### src/rtl/risc_toy_mem_arbiter_if.sv
// ---------------------------------------------------------------------------
// risc_toy_mem_arbiter_if
// Bundles the fetch-side request port (I_*), the data-side request port (D_*)
// and the unified memory handshake (M*) used by risc_toy_mem_arbiter.
//   slave  : view taken by the arbiter (requests and MACK/MRDATA in; grants,
//            completions and memory request out).
//   master : view taken by the surrounding pipeline / memory model.
// Parameters: AW word address width, DW data width.
// ---------------------------------------------------------------------------
interface risc_toy_mem_arbiter_if #(
    parameter int AW = 30,
    parameter int DW = 32
);
    // fetch side
    logic          I_REQ;
    logic [AW-1:0] I_ADDR;
    logic          I_GNT;
    logic          I_RVALID;
    logic [DW-1:0] I_RDATA;
    // data side
    logic          D_REQ;
    logic          D_RW;
    logic [AW-1:0] D_ADDR;
    logic [DW-1:0] D_WDATA;
    logic          D_GNT;
    logic          D_RVALID;
    logic [DW-1:0] D_RDATA;
    // memory side
    logic          MREQ;
    logic          MRW;
    logic [AW-1:0] MADDR;
    logic [DW-1:0] MWDATA;
    logic [DW-1:0] MRDATA;
    logic          MACK;

    modport slave (
        input  I_REQ, I_ADDR, D_REQ, D_RW, D_ADDR, D_WDATA, MRDATA, MACK,
        output I_GNT, I_RVALID, I_RDATA, D_GNT, D_RVALID, D_RDATA,
        output MREQ, MRW, MADDR, MWDATA
    );

    modport master (
        output I_REQ, I_ADDR, D_REQ, D_RW, D_ADDR, D_WDATA, MRDATA, MACK,
        input  I_GNT, I_RVALID, I_RDATA, D_GNT, D_RVALID, D_RDATA,
        input  MREQ, MRW, MADDR, MWDATA
    );
endinterface

### src/rtl/risc_toy_mem_arbiter.sv
// ---------------------------------------------------------------------------
// risc_toy_mem_arbiter
// Shares one single-port memory between the RISC_TOY fetch stage (I side) and
// memory stage (D side). One access is outstanding at a time; the data side
// has priority, but after MAX_DBURST consecutive data grants with a fetch
// waiting the fetch is forced through.
//
// Ports:
//   CLK   rising-edge clock
//   RST   synchronous, active-high reset
//   bus   risc_toy_mem_arbiter_if.slave: I_*/D_* request ports, M* memory port
//   BUSY  an access is outstanding (state != IDLE)
//   ERR   sticky MACK-timeout flag (only with ARB_TIMEOUT_EN, else tied 0)
//
// Option: define ARB_TIMEOUT_EN to abort an access after TIMEOUT MREQ cycles
// without MACK; the requester then sees a completion with 32'hDEAD_BEEF.
// ---------------------------------------------------------------------------
module risc_toy_mem_arbiter #(
    parameter int AW         = 30,
    parameter int DW         = 32,
    parameter int MAX_DBURST = 4,
    parameter int TIMEOUT    = 64
) (
    input  logic                    CLK,
    input  logic                    RST,
    risc_toy_mem_arbiter_if.slave   bus,
    output logic                    BUSY,
    output logic                    ERR
);

    typedef enum logic [1:0] {
        IDLE  = 2'd0,
        I_ACC = 2'd1,
        D_ACC = 2'd2
    } state_t;

    state_t     state;
    state_t     state_nxt;
    logic [3:0] dcnt;
    logic       d_win;
    logic       i_win;
    logic       grant_d;
    logic       grant_i;
    logic       done;          // access finishes at this edge
    logic       timeout_hit;
    logic [DW-1:0] rsp_data;

    // D has priority unless a waiting fetch has already seen MAX_DBURST
    // back-to-back data grants.
    assign d_win   = bus.D_REQ && !(bus.I_REQ && (dcnt == 4'(MAX_DBURST)));
    assign i_win   = bus.I_REQ && !d_win;
    assign grant_d = (state == IDLE) && d_win;
    assign grant_i = (state == IDLE) && i_win;

    assign bus.D_GNT = grant_d;
    assign bus.I_GNT = grant_i;
    assign BUSY      = (state != IDLE);
    assign done      = (state != IDLE) && (bus.MACK || timeout_hit);

`ifdef ARB_TIMEOUT_EN
    localparam int            TW         = $clog2(TIMEOUT + 1);
    localparam logic [DW-1:0] ABORT_DATA = DW'(32'hDEAD_BEEF);

    logic [TW-1:0] tcnt;

    // Counts MREQ cycles of the current access; IDLE always clears it.
    always_ff @(posedge CLK) begin
        if (RST) begin
            tcnt <= '0;
        end else if ((state != IDLE) && !bus.MACK) begin
            tcnt <= tcnt + 1'b1;
        end else begin
            tcnt <= '0;
        end
    end

    assign timeout_hit = (state != IDLE) && !bus.MACK && (tcnt == TW'(TIMEOUT - 1));
    assign rsp_data    = bus.MACK ? bus.MRDATA : ABORT_DATA;

    always_ff @(posedge CLK) begin
        if (RST) begin
            ERR <= 1'b0;
        end else if (timeout_hit) begin
            ERR <= 1'b1;
        end
    end
`else
    // Without the abort option the access waits for MACK forever; the
    // comparison below is constant 0 and only keeps TIMEOUT referenced.
    assign timeout_hit = (TIMEOUT < 0);
    assign rsp_data    = bus.MRDATA;
    assign ERR         = 1'b0;
`endif

    // State register
    always_ff @(posedge CLK) begin
        if (RST) begin
            state <= IDLE;
        end else begin
            state <= state_nxt;
        end
    end

    // Next-state logic
    always_comb begin
        state_nxt = state;
        case (state)
            IDLE: begin
                if (d_win) begin
                    state_nxt = D_ACC;
                end else if (i_win) begin
                    state_nxt = I_ACC;
                end
            end
            I_ACC, D_ACC: begin
                if (bus.MACK || timeout_hit) begin
                    state_nxt = IDLE;
                end
            end
            default: state_nxt = IDLE;
        endcase
    end

    // Memory request launch and completion return
    always_ff @(posedge CLK) begin
        if (RST) begin
            bus.MREQ     <= 1'b0;
            bus.MRW      <= 1'b0;
            bus.MADDR    <= '0;
            bus.MWDATA   <= '0;
            bus.I_RVALID <= 1'b0;
            bus.I_RDATA  <= '0;
            bus.D_RVALID <= 1'b0;
            bus.D_RDATA  <= '0;
        end else begin
            bus.I_RVALID <= 1'b0;
            bus.D_RVALID <= 1'b0;
            if (grant_d) begin
                bus.MREQ   <= 1'b1;
                bus.MRW    <= bus.D_RW;
                bus.MADDR  <= bus.D_ADDR;
                bus.MWDATA <= bus.D_WDATA;
            end else if (grant_i) begin
                // Fetches are always reads; MWDATA keeps its last value.
                bus.MREQ  <= 1'b1;
                bus.MRW   <= 1'b1;
                bus.MADDR <= bus.I_ADDR;
            end else if (done) begin
                bus.MREQ <= 1'b0;
                if (state == I_ACC) begin
                    bus.I_RVALID <= 1'b1;
                    bus.I_RDATA  <= rsp_data;
                end else begin
                    bus.D_RVALID <= 1'b1;
                    // A write completion leaves the load data untouched.
                    if (bus.MRW) begin
                        bus.D_RDATA <= rsp_data;
                    end
                end
            end
        end
    end

    // Starvation counter: consecutive D grants while a fetch is waiting
    always_ff @(posedge CLK) begin
        if (RST) begin
            dcnt <= 4'd0;
        end else if (state == IDLE) begin
            if (grant_i || !bus.I_REQ) begin
                dcnt <= 4'd0;
            end else if (grant_d && (dcnt < 4'(MAX_DBURST))) begin
                dcnt <= dcnt + 4'd1;
            end
        end
    end

endmodule

### src/flat_wrapper.sv
// flat-port wrapper written by rule: the top's interface ports become plain ports
module risc_toy_mem_arbiter_flat 
#(
    parameter int AW         = 30,
    parameter int DW         = 32,
    parameter int MAX_DBURST = 4,
    parameter int TIMEOUT    = 64
)
  (CLK, RST, BUSY, ERR, bus_I_REQ, bus_I_ADDR, bus_D_REQ, bus_D_RW, bus_D_ADDR, bus_D_WDATA, bus_MRDATA, bus_MACK, bus_I_GNT, bus_I_RVALID, bus_I_RDATA, bus_D_GNT, bus_D_RVALID, bus_D_RDATA, bus_MREQ, bus_MRW, bus_MADDR, bus_MWDATA);
  risc_toy_mem_arbiter_if #(.AW(AW), .DW(DW)) bus_i ();
  input  logic CLK;
  input  logic RST;
  output logic BUSY;
  output logic ERR;
  input wire logic [$bits(bus_i.I_REQ)-1:0] bus_I_REQ;
  input wire logic [$bits(bus_i.I_ADDR)-1:0] bus_I_ADDR;
  input wire logic [$bits(bus_i.D_REQ)-1:0] bus_D_REQ;
  input wire logic [$bits(bus_i.D_RW)-1:0] bus_D_RW;
  input wire logic [$bits(bus_i.D_ADDR)-1:0] bus_D_ADDR;
  input wire logic [$bits(bus_i.D_WDATA)-1:0] bus_D_WDATA;
  input wire logic [$bits(bus_i.MRDATA)-1:0] bus_MRDATA;
  input wire logic [$bits(bus_i.MACK)-1:0] bus_MACK;
  output wire logic [$bits(bus_i.I_GNT)-1:0] bus_I_GNT;
  output wire logic [$bits(bus_i.I_RVALID)-1:0] bus_I_RVALID;
  output wire logic [$bits(bus_i.I_RDATA)-1:0] bus_I_RDATA;
  output wire logic [$bits(bus_i.D_GNT)-1:0] bus_D_GNT;
  output wire logic [$bits(bus_i.D_RVALID)-1:0] bus_D_RVALID;
  output wire logic [$bits(bus_i.D_RDATA)-1:0] bus_D_RDATA;
  output wire logic [$bits(bus_i.MREQ)-1:0] bus_MREQ;
  output wire logic [$bits(bus_i.MRW)-1:0] bus_MRW;
  output wire logic [$bits(bus_i.MADDR)-1:0] bus_MADDR;
  output wire logic [$bits(bus_i.MWDATA)-1:0] bus_MWDATA;
  assign bus_i.I_REQ = bus_I_REQ;
  assign bus_i.I_ADDR = bus_I_ADDR;
  assign bus_i.D_REQ = bus_D_REQ;
  assign bus_i.D_RW = bus_D_RW;
  assign bus_i.D_ADDR = bus_D_ADDR;
  assign bus_i.D_WDATA = bus_D_WDATA;
  assign bus_i.MRDATA = bus_MRDATA;
  assign bus_i.MACK = bus_MACK;
  assign bus_I_GNT = bus_i.I_GNT;
  assign bus_I_RVALID = bus_i.I_RVALID;
  assign bus_I_RDATA = bus_i.I_RDATA;
  assign bus_D_GNT = bus_i.D_GNT;
  assign bus_D_RVALID = bus_i.D_RVALID;
  assign bus_D_RDATA = bus_i.D_RDATA;
  assign bus_MREQ = bus_i.MREQ;
  assign bus_MRW = bus_i.MRW;
  assign bus_MADDR = bus_i.MADDR;
  assign bus_MWDATA = bus_i.MWDATA;
  risc_toy_mem_arbiter #(.AW(AW), .DW(DW), .MAX_DBURST(MAX_DBURST), .TIMEOUT(TIMEOUT)) u_core (.CLK(CLK), .RST(RST), .bus(bus_i), .BUSY(BUSY), .ERR(ERR));
endmodule
### config.mk
export PLATFORM = sky130hd
export DESIGN_NAME = risc_toy_mem_arbiter_flat
export DESIGN_NICKNAME = d
export VERILOG_FILES = /design/src/rtl/risc_toy_mem_arbiter_if.sv /design/src/rtl/risc_toy_mem_arbiter.sv /design/src/flat_wrapper.sv
export SDC_FILE = /design/constraint.sdc
export NUM_CORES = 1
export LEC_CHECK = 0
export ABC_AREA = 1
export BUFFER_PORTS_ARGS = -buffer_cell sky130_fd_sc_hd__buf_2
export CAP_MARGIN = 25
export CORE_UTILIZATION = 41
export CTS_CLUSTER_DIAMETER = 50
export DETAILED_ROUTE_END_ITERATION = 16
export PLACE_DENSITY = 0.75
export SETUP_SLACK_MARGIN = 0.05
export SYNTH_ARGS = -nofsm -noshare
export SYNTH_HDL_FRONTEND = slang
export SYNTH_SLANG_ARGS = --single-unit
### constraint.sdc
create_clock -name CLK -period 1.7 [get_ports CLK]
set_clock_uncertainty 0.15 [all_clocks]
set_input_delay 0.085 -clock CLK [delete_from_list [all_inputs] [get_ports CLK]]
set_output_delay 0.085 -clock CLK [all_outputs]
set_load 0.02 [all_outputs]
==> results.cfg <==
[global_route]
grt_pass1_wl_um = 29000
overflow = 0
met3_usage = 0.0887
grtUsageMet2 = 0.474
grt_max_degree = 75
grt_pass1_vias = 6239
grt_usage = 0.277
top_usage_layer = met2
met1_usage = 0.293
antenna_found_initial = 0

[flow_run]
cap_violations = 0

[floorplanning]
num_io_pins = 264
die_area_um2 = 13600
initial_utilization = 0.423
core_area_um2 = 12700
rows = 41
dieHeight_um = 117
dieWidth_um = 117

[pwr]
p_per_area_nw_per_um2 = 1020
ir_worst_vdd_mv = 0.647
power.leakage_uw = 0.00467
total_power_uw = 9530

[synth]
yosysTopAreaCell = dfxtp_1
ys_ff_latch = 136
synth_top_area_frac = 0.505
ys_seq_area_frac = 0.505
ys_warn_count = 0
synthCells = 719
syn_area_per_cell_um2 = 7.49
synth_nets = 853
synth_area_um2 = 5390
synth_cell_types = 27
synthTopCellsByArea = dfxtp_1, nand2_1, a21oi_1, nand3_1, nor2_1

[outcome]
status = finished, violations left
violations = negative setup slack

[place]
placedCellCount = 1121
dp_hpwl_um = 10300
io_buffers = 262
pre_cts_ws_ns = -0.0294
place.gp.congestion = 0.793

[worst_hold_path]
min_from = RST
hold_depth = 3
hold_path.class = primary input to flip-flop
whs_endpoint = u_core.bus.MWDATA[27]

[clock_tree]
cts_tree = built
clkTransAtPathRegs_ns = 0.05
numCtsBuffers = 17
clk_latency_ns = 0.42
root_buffer = clkbuf_16
cts_buffer_depth = 2
htreeDepth = 4
cts.sinks = 136

[setup_path]
timing.rr.end = u_core.bus.MADDR[11]
reg2reg_from = u_core.dcnt[1]
cp-start-kind = flip-flop
crit_required_ns = 1.46
cp_max_fo = 3
r2r_setup_slack_ns = -0.05
critPathCaptureType = primary output
critPathArrivalTime_ns = 1.54
crit_type = flip-flop to primary output
reg2regPathDepth = 12

[route]
drt_first_pass_iters = 4
dr_total_vias = 6428
ant_nets = 0
drt_wl_total_um = 20500
routedWlPerCell_um = 15.8
drc_errors = 0
viasPerCell = 4.95
drt_iter0_markers = 417

[sta]
setup_viol = 17
timing.setup.tns_ns = -0.409
relSlewSlack = 0.569
max_freq_mhz = 563
tightest_slew_ns = 0.647
fin_crit_sh = 1.04
slew_violations = 0
post-route-min-period_ns = 1.77
setup_slack_ns = -0.0748
rsz0062_at_grt = true
hold_viol_final = 0

[finish]
drive_above_1_share = 0.336
mostFrequentLayoutCells = buf_2, nand2_1, dfxtp_1
final_cells = 1299
area_growth_pct = 73.2
multi_input_area_um2 = 2370
n_antenna_cell = 0
mostFrequentLayoutCell = buf_2
fill_cells = 902
ff_latch_area_um2 = 2730
fin_nets = 1250
postLayoutCoreUtil = 0.733
-- layout make-up --
type / count / share of cell area
timing repair buffer: 428 / 0.340
tap: 172 / 0.0231
inverter: 49 / 0.0216
sequential: 136 / 0.292
clock inverter: 8 / 0.0181
clock buffer: 22 / 0.0508
multi-input combinational: 484 / 0.254
-- metrics by stage --
step,hold WS [ns],area [um^2]
global route,0.0272,9330
global placement,0.153,6900
detailed placement,0.155,6900
floorplan,0.0508,5420
finish,0.0109,9330
CTS,0.00343,9120
-- where the power goes --
part	switching, uW	internal (uW)
logic	1110	908
clock network	1310	2700
registers	101	3390
-- cells in the mapped netlist --
cell type    n
nor3_4       1
ha_1         4
nand4_1      2
conb_1       1
inv_4        1
buf_2       19
o21a_1      30
clkbuf_1    23
nand2_1    202
nor2_1      68
a31oi_1      1
buf_6        1
nand3_4      1
inv_1       44
nor2_8       1
nand3_1     64
nor3b_1      1
o21ai_0     34
a21oi_1     71
buf_1        1
buf_4        6
clkinv_1     1
inv_2        3
dfxtp_1    136
nand2_2      1
nand3b_1     1
nor3_1       1
-- worst max-delay path: stages (launching register included) --
cell and delay, ns:
dfxtp_2 0.33, inv_2 0.06, ha_4 0.12, inv_2 0.03, nor2_2 0.08, nand2_2 0.09, nand3_4 0.11, inv_8 0.05
buf_12 0.12, buf_8 0.12
-- state kept, by name, summed over array words and instances, names as in the netlist --
name                 cells
u_core.bus.I_RDATA      32
u_core.dcnt              4
u_core.bus.MREQ          1
u_core.bus.I_RVALID      1
u_core.bus.D_RDATA      32
u_core.state             2
u_core.bus.MWDATA       32
u_core.bus.MADDR        30
u_core.bus.MRW           1
u_core.bus.D_RVALID      1
-- worst max path at each step --
stage                    start                      to  slack (ns)  cells after the start
6_report        u_core.dcnt[1]               bus_D_GNT       -0.07                      9
2_1_floorplan  u_core.state[0]  u_core.bus.D_RDATA[10]        0.05                     10
4_1_cts         u_core.dcnt[0]               bus_I_GNT       -0.08                      9
3_5_place_dp    u_core.dcnt[0]    u_core.bus.MWDATA[5]       -0.03                     10
5_1_grt         u_core.dcnt[1]               bus_D_GNT       -0.13                      9
3_3_place_gp    u_core.dcnt[0]    u_core.bus.MWDATA[5]        0.02                     10
-- metal layers --
layer,part of all wire,up-vias
met5,0,-
met3,0.079,75
met1,0.39,2921
li1,-,3099
met4,0.041,0
met2,0.49,333
-- logic make-up (layout without fill, tap and decap cells) --
logic type	count (synthesis)	after routing	share of synthesized area
adder cells (fa/ha/maj)	4	4	0.00929
buffers and inverters	99	507	0.0794
other	1	1	0.000696
AND/OR/NAND/NOR	343	343	0.265
AO/OA/AOI/OAI	136	136	0.141
flip-flops	136	136	0.505
-- what timing repair did --
| action | in CTS | in global routing |
|---|---|---|
| hold buffers | 128 | 0 |
| cloned | 5 | 4 |
| endpoints found under the hold margin | 132 | 0 |
| setup endpoints to repair | 86 | 132 |
| setup buffers | 11 | 1 |
| resized for setup | 37 | 51 |
| pin swaps | 7 | 16 |
Note: power is estimated with default switching activity, not from simulation.
